`config.mk`:
```
export PLATFORM = sky130hd
export DESIGN_NAME = debug_cmd_master
export DESIGN_NICKNAME = d
export VERILOG_FILES = /design/src/rtl/debug_cmd_master.sv
export SDC_FILE = /design/constraint.sdc
export NUM_CORES = 1
export LEC_CHECK = 0
export BUFFER_PORTS_ARGS = -buffer_cell sky130_fd_sc_hd__buf_4
export CAP_MARGIN = 30
export CORE_ASPECT_RATIO = 0.5
export CORE_MARGIN = 5
export CORE_UTILIZATION = 55
export DETAILED_ROUTE_END_ITERATION = 10
export PLACE_DENSITY = 0.92
export SLEW_MARGIN = 20
export SYNTH_ARGS = -nofsm -noshare
export SYNTH_HDL_FRONTEND = slang
export SYNTH_SLANG_ARGS = --single-unit
export TNS_END_PERCENT = 50
```
`constraint.sdc`:
```
create_clock -name clk -period 4.6 [get_ports clk]
set_input_delay 0.23 -clock clk [delete_from_list [all_inputs] [get_ports clk]]
set_output_delay 0.23 -clock clk [all_outputs]
set_load 0.01 [all_outputs]
```
`src/rtl/debug_cmd_master.sv`:
```
// Debug bus command master: parses UART command frames, runs one register access, returns response bytes.
// Optional bus timeout when DBG_CMD_TIMEOUT_EN is defined.
module debug_cmd_master #(
    parameter int unsigned TIMEOUT_CYCLES = 1024
) (
    input  logic        clk,
    input  logic        rst_n,
    input  logic [7:0]  rx_data,
    input  logic        rx_valid,
    output logic [7:0]  tx_data,
    output logic        tx_valid,
    input  logic        tx_ready,
    output logic [7:0]  dbg_a,
    output logic [15:0] dbg_di,
    input  logic [15:0] dbg_do,
    output logic        dbg_we,
    output logic        dbg_rd,
    input  logic        dbg_ready,
    output logic        busy
);

    typedef enum logic [2:0] {
        IDLE    = 3'd0,
        ADDR    = 3'd1,
        DHI     = 3'd2,
        DLO     = 3'd3,
        BUS     = 3'd4,
        RESP_HI = 3'd5,
        RESP_LO = 3'd6
    } state_t;

    localparam logic [7:0] RSP_ACK     = 8'hA5;
    localparam logic [7:0] RSP_BAD_OP  = 8'hEF;
    localparam logic [7:0] RSP_TIMEOUT = 8'hEE;

    if (TIMEOUT_CYCLES < 2) begin : g_bad_timeout
        $error("TIMEOUT_CYCLES must be at least 2");
    end

    state_t     state;
    logic       is_write;
    logic [7:0] rd_lo;
    logic       ovr;
    logic       tmo_stat;

`ifdef DBG_CMD_TIMEOUT_EN
    localparam int unsigned CNT_W = $clog2(TIMEOUT_CYCLES);
    logic [CNT_W-1:0] cnt;
    logic             tmo;
    assign tmo_stat = tmo;
`else
    assign tmo_stat = 1'b0;
`endif

    // Bytes arriving while the bus access or response is in flight are dropped
    logic overrun;
    assign overrun = rx_valid && (state == BUS || state == RESP_HI || state == RESP_LO);

    always_ff @(posedge clk) begin
        if (!rst_n) begin
            state    <= IDLE;
            is_write <= 1'b0;
            rd_lo    <= 8'h00;
            ovr      <= 1'b0;
            tx_data  <= 8'h00;
            tx_valid <= 1'b0;
            dbg_a    <= 8'h00;
            dbg_di   <= 16'h0000;
            dbg_we   <= 1'b0;
            dbg_rd   <= 1'b0;
            busy     <= 1'b0;
`ifdef DBG_CMD_TIMEOUT_EN
            cnt      <= '0;
            tmo      <= 1'b0;
`endif
        end else begin
            case (state)
                IDLE: begin
                    if (rx_valid) begin
                        busy <= 1'b1;
                        case (rx_data)
                            8'h01: begin
                                is_write <= 1'b1;
                                state    <= ADDR;
                            end
                            8'h02: begin
                                is_write <= 1'b0;
                                state    <= ADDR;
                            end
                            8'h03: begin
                                tx_data  <= {6'b0, tmo_stat, ovr};
                                tx_valid <= 1'b1;
                                ovr      <= 1'b0;
`ifdef DBG_CMD_TIMEOUT_EN
                                tmo      <= 1'b0;
`endif
                                state    <= RESP_LO;
                            end
                            default: begin
                                tx_data  <= RSP_BAD_OP;
                                tx_valid <= 1'b1;
                                state    <= RESP_LO;
                            end
                        endcase
                    end
                end
                ADDR: begin
                    if (rx_valid) begin
                        dbg_a <= rx_data;
                        if (is_write) begin
                            state <= DHI;
                        end else begin
                            dbg_di <= 16'h0000;
                            dbg_rd <= 1'b1;
                            state  <= BUS;
`ifdef DBG_CMD_TIMEOUT_EN
                            cnt    <= '0;
`endif
                        end
                    end
                end
                DHI: begin
                    if (rx_valid) begin
                        dbg_di[15:8] <= rx_data;
                        state        <= DLO;
                    end
                end
                DLO: begin
                    if (rx_valid) begin
                        dbg_di[7:0] <= rx_data;
                        dbg_we      <= 1'b1;
                        state       <= BUS;
`ifdef DBG_CMD_TIMEOUT_EN
                        cnt         <= '0;
`endif
                    end
                end
                BUS: begin
                    if (dbg_ready) begin
                        dbg_we   <= 1'b0;
                        dbg_rd   <= 1'b0;
                        tx_valid <= 1'b1;
                        if (is_write) begin
                            tx_data <= RSP_ACK;
                            state   <= RESP_LO;
                        end else begin
                            tx_data <= dbg_do[15:8];
                            rd_lo   <= dbg_do[7:0];
                            state   <= RESP_HI;
                        end
                    end
`ifdef DBG_CMD_TIMEOUT_EN
                    else if (cnt == CNT_W'(TIMEOUT_CYCLES - 1)) begin
                        dbg_we   <= 1'b0;
                        dbg_rd   <= 1'b0;
                        tx_valid <= 1'b1;
                        tx_data  <= RSP_TIMEOUT;
                        tmo      <= 1'b1;
                        state    <= RESP_LO;
                    end else begin
                        cnt <= cnt + CNT_W'(1);
                    end
`endif
                end
                RESP_HI: begin
                    if (tx_ready) begin
                        tx_data <= rd_lo;
                        state   <= RESP_LO;
                    end
                end
                RESP_LO: begin
                    if (tx_ready) begin
                        tx_valid <= 1'b0;
                        busy     <= 1'b0;
                        state    <= IDLE;
                    end
                end
                default: begin
                    state    <= IDLE;
                    tx_valid <= 1'b0;
                    dbg_we   <= 1'b0;
                    dbg_rd   <= 1'b0;
                    busy     <= 1'b0;
                end
            endcase

            // Set wins over the status-read clear
            if (overrun) begin
                ovr <= 1'b1;
            end
        end
    end

endmodule

```
==> results of run 1 <==
layout make-up:
class	count	share of cell area, %
timing repair buffer	66	18.33
inverter	4	0.5263
multi-input combinational	186	41.40
sequential	49	34.39
clock buffer	5	2.412
clock inverter	2	0.5702
tap	54	2.368
synth_stat cells (2+ instances only):
master    instances  area share, %
buf_2             6            1.3
nor2_1           39            6.4
buf_6             2           0.99
nand2_1          18            3.0
a21oi_1          12            2.6
nand3_1           3           0.66
nand4_1           4            1.1
buf_4             2           0.66
nor4_4            2            1.9
nand4b_1          2           0.77
a22oi_1          17            5.6
inv_1             4           0.66
dfxtp_1          49             43
clkbuf_1         10            1.6
o21ai_0          14            3.1
nand2b_1          3           0.82
mux2i_1          24             11
o22ai_1           2           0.55
a211oi_1          3           0.99
nor3_1            8            1.8
a311oi_1          2           0.77
nor2b_1           7            1.9
or3b_2            3            1.2
metal layers:
| metal | up-vias | global-route usage (%) | wire [um] |
|---|---|---|---|
| li1 | 1031 | - | - |
| met1 | 1031 | 28.13 | 2621 |
| met2 | 126 | 38.94 | 3084 |
| met3 | 26 | 6.407 | 569 |
| met4 | 0 | 9.280 | 213 |
| met5 | - | 0 | 0 |
flip-flops by register name, summed over array words and instances, names as in the netlist:
name and count:
dbg_di 16, dbg_a 8, rd_lo 8, tx_data 8, state 3, busy 1
dbg_rd 1, dbg_we 1, is_write 1, ovr 1, tx_valid 1
cell families after synthesis:
group	Yosys count
simple gates	97
compound gates	64
flops	49
mux	24
buf+inv	24
xor+xnor	1
critical path, stage by stage (launching register included):
cell      delay [ns]
dfxtp_1         0.85
nor2_1          0.24
a31o_2          0.31
o21bai_1        0.36
a31o_1          0.32
power breakdown:
part,internal [mW],switching [mW]
logic,0.120,0.132
clock network,0.105,0.146
registers,0.460,0.0403
total,0.685,0.319
metrics by stage:
step	instance area, um2	hold slack, ns
after global placement	2725	0.4505
after CTS	2853	0.1608
final	2853	0.1590
after global routing	2853	0.1820
after floorplan	2282	0.3772
after detailed placement	2768	0.4573
worst max path at each step:
| stage | slack (ns) | cells after the start | start | endpoint |
|---|---|---|---|---|
| after global routing | 2.28 | 4 | state[1] | dbg_di[6] |
| after global placement | 2.23 | 4 | state[0] | tx_data[4] |
| after CTS | 2.42 | 4 | state[1] | tx_data[4] |
| after detailed placement | 2.46 | 4 | state[1] | tx_data[4] |
| final | 2.42 | 4 | state[1] | tx_data[4] |
| after floorplan | 3.13 | 6 | state[2] | tx_data[4] |
==> impl_metrics.toml, run 1 <==
[status]
status = "completed"

[place]
placement.io_buffers = 64
hpwl_um = 4530
gp_congestion = 0.8371
dp.cells = 359
place_ws_ns = 2.458

[layout]
fillCellCount = 299
nNetsFinal = 341
layout_commonest_cell = "buf_4"
instances_no_fill = 366
multi_input_area_mm2 = 0.001181
finish.utilization_pct = 72.34
seqCellArea_um2 = 980.9
layout-drive-gt1-share_pct = 27.24
antennaDiodeCount = 0
layout.cells.most_common_list = "buf_4, dfxtp_1, nor2_1"
area_delta_synth_final_pct = 25.00

[worst_setup_path]
r2r_start = "state[1]"
reg2reg_to = "tx_data[4]"
crit_arrival_ns = 2.39
crit_path_end_kind = "flop"
required_ns = 4.81
r2r_slack_ns = 2.42
crit_path_max_fanout = 23
cp-start-kind = "flop"
reg2regPathDepth = 4
criticalPathCategory = "flop to flop"

[global_route]
grt_pass1_vias = 2234
antenna_found_initial = 0
grt_max_degree = 26
grt_overflow_total = 0
grt_usage_pct = 23.26
grt_pass1_wl_um = 10560

[routing]
vias_per_cell = 6.049
routed_wirelength_um = 6488
first_pass_iters = 5
num_vias = 2214
drt_iter0_markers = 146
wire_per_inst_um = 17.73
detail-route-antenna-nets = 0
remaining_drc_errors = 0

[logic_synthesis]
synth_compound_area_share_pct = 18.64
postSynthCellCount = 259
synth_enable_flop_cells = 0
ys_warn_count = 0
synth-adder-area-share_pct = 0
async_flop_share_pct = 0
syn_avg_cell_area_um2 = 8.812
synthMuxAreaShare_pct = 10.53
synth.net_count = 288
synthSimpleGateAreaFrac_pct = 22.20
ys_seq_area_share_pct = 42.98
synth-xor-area-share_pct = 0.3838
syn_area_mm2 = 0.002282
synth_cell_types = 46
synth_seq_cells = 49
synthFlopType = "dfxtp_1"
synth_top_family_by_area = "simple AND/OR/NAND/NOR gates"

[power]
vdd_drop_max_mv = 0.1688
p_total_mw = 1.004
p_leak_nw = 1.139
power.density_mw_per_mm2 = 351.9

[clock_tree]
clockBufferDepth = 2
clk_pin_slew_ns = 0.09
cts-root-buf = "clkbuf_8"
cts_setup_buffers = 0
htreeDepth = 2
clkLatencyLatePin_ns = 0.31
ctsHoldBuffers = 0
clock_sinks = 49
cts_resized = 0
cts_made_buffers = 5
cts_tree = "built"

[sta]
skew_ns = 0.004695
relSlewSlack_pct = 42.33
setup_viol = 0
fin_ws_ns = 2.418
worst_pin_slew_ns = 0.8633
slew_viol_final = 0
rsz0062_at_grt = "false"
fin_setup_tns_ns = 0
hold_viol_final = 0
period_share_pct = 47.43
final.min_clock_period_ns = 2.182
fmax_mhz = 458.4

[die]
start_util_pct = 57.87
die_width_um = 101.1
coreArea_mm2 = 0.003944
dieArea_mm2 = 0.005616
die_h_um = 55.55
rows = 16
ioPinCount = 65

[worst_hold_path]
hp-class = "input pin to flop"
hold-path-endpoint = "rd_lo[6]"
whs_path_depth = 3
min_from = "dbg_do[6]"

[job]
cap_violations = 0
No activity file was read; power rests on OpenSTA's default activity.
==> run 2, diff against run 1 <==
Settings changed: ABC_AREA set to 1, CORE_UTILIZATION 55 to 47, PLACE_DENSITY 0.92 to 0.84.
Clock period 4.6 ns to 1.84 ns, I/O delays scaled along.
==> impl_metrics.toml, run 2 <==
[status]
status = "completed"

[sta]
fin_setup_tns_ns = 0
slew_viol_final = 0
setup_viol = 0
rsz0062_at_grt = "false"
skew_ns = 0.01077
final.min_clock_period_ns = 1.593
worst_pin_slew_ns = 0.4607
hold_viol_final = 0
fmax_mhz = 627.8
period_share_pct = 86.57
fin_ws_ns = 0.2472
relSlewSlack_pct = 69.25

[clock_tree]
ctsHoldBuffers = 0
clockBufferDepth = 2
htreeDepth = 2
clk_pin_slew_ns = 0.09
cts_tree = "built"
cts-root-buf = "clkbuf_8"
clkLatencyLatePin_ns = 0.31
clock_sinks = 49
cts_made_buffers = 5

[die]
rows = 18
start_util_pct = 48.73
ioPinCount = 65
coreArea_mm2 = 0.004932
die_width_um = 111.1
dieArea_mm2 = 0.006731
die_h_um = 60.57

[layout]
largest_reg_flops = 16
layout_commonest_cell = "nand2_1"
instances_no_fill = 479
area_delta_synth_final_pct = 24.26
nNetsFinal = 438
fillCellCount = 479
finish.utilization_pct = 60.55
layout.cells.most_common_list = "nand2_1, buf_4, dfxtp_1"
layout-drive-gt1-share_pct = 24.94
antennaDiodeCount = 0
regMostFlops = "dbg_di"

[logic_synthesis]
synth_enable_flop_cells = 0
ys_warn_count = 0
synth_commonest_cells = "nand2_1, dfxtp_1, nor2_1"
synth_cell_types = 26
postSynthCellCount = 348
synth_area_leaders = "dfxtp_1, nand2_1, nand3_1, a21oi_1, nor2_1"
synth_compound_area_share_pct = 12.44
synth_area_leader_cell = "dfxtp_1"
synthFlopType = "dfxtp_1"
synth_top_family_by_area = "simple AND/OR/NAND/NOR gates"
synth.net_count = 377
async_flop_share_pct = 0
synth.most_common_cell = "nand2_1"
synth_seq_cells = 49
ys_seq_area_share_pct = 40.81
synth-xor-area-share_pct = 0
syn_area_mm2 = 0.002404
syn_avg_cell_area_um2 = 6.907
synth_top_area_share_pct = 40.81
synthSimpleGateAreaFrac_pct = 37.53
synthMuxAreaShare_pct = 0
synth-adder-area-share_pct = 0

[global_route]
grt_max_degree = 25
grt_usage_pct = 18.27
grt_pass1_wl_um = 10020
grt_pass1_vias = 2172
antenna_found_initial = 0
grt_overflow_total = 0

[worst_setup_path]
r2r_slack_ns = 0.25
reg2reg_to = "dbg_di[3]"
cp-start-kind = "flop"
crit_arrival_ns = 1.79
r2r_start = "state[2]"
crit_start = "state[2]"
reg2regPathDepth = 6
criticalPathCategory = "flop to flop"
crit_path_end_kind = "flop"
required_ns = 2.04
crit_path_max_fanout = 10

[routing]
wire_per_inst_um = 12.51
detail-route-antenna-nets = 0
remaining_drc_errors = 0
num_vias = 2406
drt_iter0_markers = 141
routed_wirelength_um = 5993
first_pass_iters = 4
vias_per_cell = 5.023

[power]
vdd_drop_max_mv = 0.5386
p_total_mw = 3.605
power.density_mw_per_mm2 = 1207
p_leak_nw = 1.328

[job]
cap_violations = 0

[worst_hold_path]
hp-class = "input pin to flop"
whs_path_depth = 3
hold-path-endpoint = "rd_lo[7]"
min_from = "dbg_do[7]"

[place]
hpwl_um = 4488
placement.io_buffers = 64
dp.cells = 472
gp_congestion = 0.9713
place_ws_ns = 0.1614
==> run 2: area by class of cell <==
| type | instances | area (um2) | area share, % |
|---|---|---|---|
| multi-input cells | 253 | 1201 | 40.22 |
| flip-flops and latches | 49 | 982.2 | 32.89 |
| repair buffers | 67 | 503.0 | 16.84 |
| inverters | 33 | 127.6 | 4.273 |
| well taps | 70 | 87.58 | 2.933 |
| clock buffers | 5 | 68.82 | 2.304 |
| clock inverters | 2 | 16.27 | 0.5446 |
==> run 2: metrics by stage <==
| stage | instance area, um2 | hold WS, ns |
|---|---|---|
| 2_1_floorplan | 2404 | 0.2269 |
| 3_3_place_gp | 2900 | 0.3207 |
| 3_5_place_dp | 2900 | 0.3242 |
| 4_1_cts | 2985 | 0.01252 |
| 5_1_grt | 2987 | 0.02272 |
| 6_report | 2987 | 0.009396 |
==> run 2: logic make-up (layout without fill, tap and decap cells) <==
family	after synthesis	in the layout
and+or+nand+nor	195	195
buffers and inverters	46	107
AOI/OAI and AO/OA	58	58
DFF	49	49
==> run 2: layer usage <==
| metal | share of wire (%) | GRT usage [%] | wire length (um) |
|---|---|---|---|
| met3 | 6.8 | 4.582 | 408 |
| met1 | 47 | 24.30 | 2841 |
| met2 | 44 | 30.34 | 2662 |
| met4 | 1.4 | 5.373 | 82 |
| met5 | 0 | 0 | 0 |
==> run 2: worst max path at each step <==
stage	to	slack (ns)	cells past startpoint
3_5_place_dp	dbg_di[11]	0.16	7
3_3_place_gp	dbg_di[14]	0.19	7
2_1_floorplan	rd_lo[3]	0.53	10
5_1_grt	dbg_di[2]	0.07	6
6_report	dbg_di[3]	0.25	6
4_1_cts	dbg_di[11]	0.15	7
==> run 2: worst max-delay path, cell delays in order (launching register included) <==
cell and delay, ns:
dfxtp_1 0.46, nor2_1 0.22, nand2_1 0.11, o21ai_0 0.25, nand2_1 0.25, nand2_1 0.13, a21oi_1 0.06
==> run 2: report_power, final <==
group | internal, mW | switching [mW] | total (mW)
Combinational | 0.604 | 0.960 | 1.56
Sequential | 1.26 | 0.157 | 1.41
Clock | 0.263 | 0.366 | 0.629
==> run 2: what timing repair did <==
item | CTS | global route
endpoints found under the setup margin | 0 | 2
resized for setup | 0 | 1
buffers inserted | 0 | 0
